===== src/rtl/fifo_pkt_reader.sv =====
// Length-prefixed packet reader: pops a header word L from a show-ahead FIFO, then forwards
// L payload words with sop/eop framing. Define FIFO_PKT_READER_PKT_CNT_EN for the packet counter.
module fifo_pkt_reader #(
   parameter int unsigned data_width = 8,
   parameter int unsigned cnt_width  = 16
) (
   input  logic                  rd_clk,
   input  logic                  rd_rst,
   input  logic [data_width-1:0] rd_data,
   input  logic                  empty_flag,
   output logic                  rd_en,
   output logic [data_width-1:0] out_data,
   output logic                  out_valid,
   input  logic                  out_ready,
   output logic                  out_sop,
   output logic                  out_eop,
   output logic                  busy,
   output logic [cnt_width-1:0]  pkt_count
);

   typedef enum logic {S_HDR, S_PAYLOAD} state_t;

   state_t                state_q, state_d;
   logic [data_width-1:0] rem_q, rem_d;
   logic                  first_q, first_d;
   logic [data_width-1:0] data_q, data_d;
   logic                  valid_q, valid_d;
   logic                  sop_q, sop_d;
   logic                  eop_q, eop_d;

   logic last_word;
   assign last_word = (rem_q == data_width'(1));

   always_comb begin
      state_d = state_q;
      rem_d   = rem_q;
      first_d = first_q;
      data_d  = data_q;
      // Output register drains on handshake in both states unless reloaded below.
      valid_d = valid_q && !out_ready;
      sop_d   = sop_q;
      eop_d   = eop_q;
      rd_en   = 1'b0;
      unique case (state_q)
         S_HDR: begin
            rd_en = !empty_flag && !rd_rst;
            if (rd_en && (rd_data != '0)) begin
               rem_d   = rd_data;
               first_d = 1'b1;
               state_d = S_PAYLOAD;
            end
         end
         S_PAYLOAD: begin
            rd_en = !empty_flag && (!valid_q || out_ready) && !rd_rst;
            if (rd_en) begin
               data_d  = rd_data;
               valid_d = 1'b1;
               sop_d   = first_q;
               eop_d   = last_word;
               first_d = 1'b0;
               rem_d   = rem_q - data_width'(1);
               if (last_word) begin
                  state_d = S_HDR;
               end
            end
         end
         default: state_d = S_HDR;
      endcase
   end

   always_ff @(posedge rd_clk) begin
      if (rd_rst) begin
         state_q <= S_HDR;
         rem_q   <= '0;
         first_q <= 1'b0;
         data_q  <= '0;
         valid_q <= 1'b0;
         sop_q   <= 1'b0;
         eop_q   <= 1'b0;
      end else begin
         state_q <= state_d;
         rem_q   <= rem_d;
         first_q <= first_d;
         data_q  <= data_d;
         valid_q <= valid_d;
         sop_q   <= sop_d;
         eop_q   <= eop_d;
      end
   end

   assign out_data  = data_q;
   assign out_valid = valid_q;
   assign out_sop   = sop_q;
   assign out_eop   = eop_q;
   assign busy      = (state_q == S_PAYLOAD);

`ifdef FIFO_PKT_READER_PKT_CNT_EN
   logic [cnt_width-1:0] cnt_q;

   always_ff @(posedge rd_clk) begin
      if (rd_rst) begin
         cnt_q <= '0;
      end else if (valid_q && out_ready && eop_q) begin
         cnt_q <= cnt_q + cnt_width'(1);
      end
   end

   assign pkt_count = cnt_q;
`else
   assign pkt_count = '0;
`endif

endmodule


===== config.mk =====
export PLATFORM = sky130hd
export DESIGN_NAME = fifo_pkt_reader
export DESIGN_NICKNAME = d
export VERILOG_FILES = /design/src/rtl/fifo_pkt_reader.sv
export SDC_FILE = /design/constraint.sdc
export NUM_CORES = 1
export LEC_CHECK = 0
export BUFFER_PORTS_ARGS = -buffer_cell sky130_fd_sc_hd__buf_2
export CORE_MARGIN = 5
export CORE_UTILIZATION = 30
export DETAILED_ROUTE_END_ITERATION = 10
export SETUP_SLACK_MARGIN = 0.15
export SLEW_MARGIN = 0
export SYNTH_ARGS = -nofsm -noshare
export SYNTH_HDL_FRONTEND = slang
export SYNTH_SLANG_ARGS = --single-unit

===== constraint.sdc =====
create_clock -name rd_clk -period 3.7 [get_ports rd_clk]
set_input_delay 0.37 -clock rd_clk [delete_from_list [all_inputs] [get_ports rd_clk]]
set_output_delay 0.37 -clock rd_clk [all_outputs]
set_load 0.01 [all_outputs]

==> impl_metrics.json <==
{
  "drc_errors": 0,
  "critPathKind": "register to register",
  "clk_pin_slew_ns": 0.08,
  "seq_area_um2": 420.4,
  "fin_crit_ns": 2.132,
  "final.setup.worst_slack_ns": 1.568,
  "final_nets": 179,
  "die_w_um": 73.97,
  "max_freq_ghz": 0.4691,
  "outcome": "completed",
  "r2r_cells": 3,
  "syn_inst": 146,
  "instances_no_fill": 214,
  "rr_startpoint": "busy$_SDFF_PP0_",
  "core_um2": 3971,
  "leakagePower_nw": 0.5222,
  "slew_viol_final": 0,
  "setup_tns_ns": 0,
  "synth-main-ff-cell": "dfxtp_1",
  "clockBufferDepth": 2,
  "cp_data_required_time_ns": 3.83,
  "multi_input_area_um2": 666.9,
  "ys_types": 35,
  "startpoint_type": "register",
  "io_pins": 41,
  "drt_iter0_drc": 61,
  "gr-total-overflow": 0,
  "numCtsBuffers": 3,
  "hold_viol_final": 0,
  "start_util_pct": 30.91,
  "wire_per_inst_um": 13.05,
  "synth_top_area_cell": "dfxtp_1",
  "num_vias": 1053,
  "crit_start": "busy$_SDFF_PP0_",
  "die_h_um": 73.97,
  "rsz0062_at_grt": "false",
  "synth_edf_count": 0,
  "pwr_density_cell_nw_per_um2": 376.2,
  "hold_buffers": 0,
  "cts_root_buffer": "clkbuf_8",
  "io_buffers": 24,
  "cts_max_level": 1,
  "yosysWarnings": 0,
  "dp_slack_ns": 1.503,
  "diodes": 0,
  "arrival_ns": 2.27,
  "yosysSeqAreaShare_pct": 34.25,
  "drive_gt1_share_pct": 23.17,
  "nFillCells": 446,
  "ir_worst_vdd_mv": 0.1867,
  "grt_first_pass_wirelength_mm": 4.588,
  "ff2ff_setup_slack_ns": 1.57,
  "cts_sinks": 21,
  "cts_tree": "built",
  "synth_top_area_share_pct": 34.25,
  "cts_setup_buffers": 0,
  "min_period_over_period_pct": 57.61,
  "slew_headroom_pct": 41.62,
  "drt-total-wl_mm": 2.793,
  "grt_max_degree": 25,
  "endpoint": "rem_q[2]$_SDFFE_PP0P_",
  "die_area_um2": 5471,
  "cp_max_fo": 21,
  "drv_cap": 0,
  "syn_avg_cell_area_um2": 8.407,
  "insertion_delay_ns": 0.26,
  "synth_seq_cells": 21,
  "drt_pass1_iterations": 5,
  "tightest_slew_ns": 0.8732,
  "async_flop_share_pct": 0,
  "placedCellCount": 210,
  "grt_util_all_layers_pct": 10.61,
  "gp_congestion": 0.8113,
  "grt_pass1_vias": 916,
  "hp-class": "primary input to register",
  "area_delta_synth_final_pct": 9.582,
  "cts_resized": 0,
  "drtAntennaViolNets": 0,
  "synth_top_cells_by_area": "dfxtp_1 (34%), buf_4 (9.8%), a21oi_1 (8.2%)",
  "place_hpwl_mm": 2.064,
  "std_cell_rows": 23,
  "antenna_found_initial": 0,
  "via_per_inst": 4.921,
  "rr_endpoint": "rem_q[2]$_SDFFE_PP0P_",
  "cp-end-kind": "register",
  "syn_area_um2": 1227,
  "fin_skew_ns": 0.002426,
  "setup_viol": 0
}
Yosys cell counts (2+ instances only):
master	instances
a21oi_1	20
a21oi_2	3
a22oi_1	2
a31oi_1	3
and3_1	2
buf_2	4
buf_4	16
clkbuf_1	4
dfxtp_1	21
ha_1	2
inv_1	7
nand2_1	22
nand3_1	7
nor2_1	6
nor4_4	3
o221ai_1	2
o32ai_1	3
o32ai_2	2
logic make-up (layout without fill, tap and decap cells):
| family | Yosys count | in the layout | synth area share [%] |
|---|---|---|---|
| simple gates | 47 | 47 | 21.31 |
| other cells | 1 | 16 | 0.3055 |
| compound gates | 42 | 42 | 26.10 |
| flops | 21 | 21 | 34.25 |
| fa+ha+maj | 2 | 2 | 2.038 |
| buf+inv | 33 | 36 | 16.00 |
sequential cells by signal, indices dropped and copies added, names as in the netlist:
signal	flops
out_valid	1
out_sop	1
out_eop	1
out_data	8
first_q	1
rem_q	8
busy	1
layer usage:
metal	GRT usage [%]	part of all wire, %	vias up
met2	15.35	43	45
li1	-	-	517
met5	0	0	-
met1	15.18	47	487
met4	2.616	1.2	0
met3	3.514	8.6	4
where the power goes:
part	internal, W	total (W)	switching [W]
Clock	0.0000768	0.000154	0.0000769
Sequential	0.000238	0.000253	0.0000149
Combinational	0.0000378	0.0000995	0.0000617
Total	0.000353	0.000506	0.000153
worst min-delay path by stage:
stage | slack [ns] | start | end | depth (start not counted)
after CTS | 0.39 | rd_data[2] | out_data[2]$_SDFFE_PP0P_ | 3
after floorplan | 0.43 | first_q$_SDFFE_PP0P_ | out_sop$_SDFFE_PP0P_ | 2
after global placement | 0.44 | first_q$_SDFFE_PP0P_ | out_sop$_SDFFE_PP0P_ | 2
final | 0.39 | rd_data[2] | out_data[2]$_SDFFE_PP0P_ | 3
after global routing | 0.38 | rd_data[2] | out_data[2]$_SDFFE_PP0P_ | 3
after detailed placement | 0.45 | out_data[6]$_SDFFE_PP0P_ | out_data[6]$_SDFFE_PP0P_ | 2
metrics by stage:
| step | instance area, µm² | utilization [%] | power, W | hold WS (ns) |
|---|---|---|---|---|
| final | 1345 | 33.87 | 0.0005060 | 0.3883 |
| after global routing | 1345 | 33.87 | 0.0005363 | 0.3835 |
| after CTS | 1345 | 33.87 | 0.0005097 | 0.3875 |
| after detailed placement | 1300 | 32.73 | 0.0003573 | 0.4477 |
| after global placement | 1300 | 32.73 | 0.0003574 | 0.4444 |
| after floorplan | 1284 | - | 0.0003415 | 0.4323 |
critical path: stages, from the launching register on:
cell       delay, ns
dfxtp_1         0.69
nand3_1         0.78
a2bb2oi_1       0.42
o32ai_2         0.11
area by class of cell:
cell class	count	area share, %
multi-input cells	107	49.58
flip-flops and latches	21	31.26
repair buffers	24	8.930
well taps	50	4.651
clock buffers	4	3.349
inverters	8	2.233
placed cells by master, fill, tap and decap left out, types with 3 or more instances in the layout:
cell / n
conb_1: 16
a21oi_2: 3
inv_1: 7
nor2_1: 6
nand2_1: 22
dfxtp_1: 21
clkbuf_8: 3
a21oi_1: 20
nand3_1: 7
nor4_4: 3
o32ai_1: 3
a31oi_1: 3
buf_2: 24
Power figures use the tool's default switching activity.
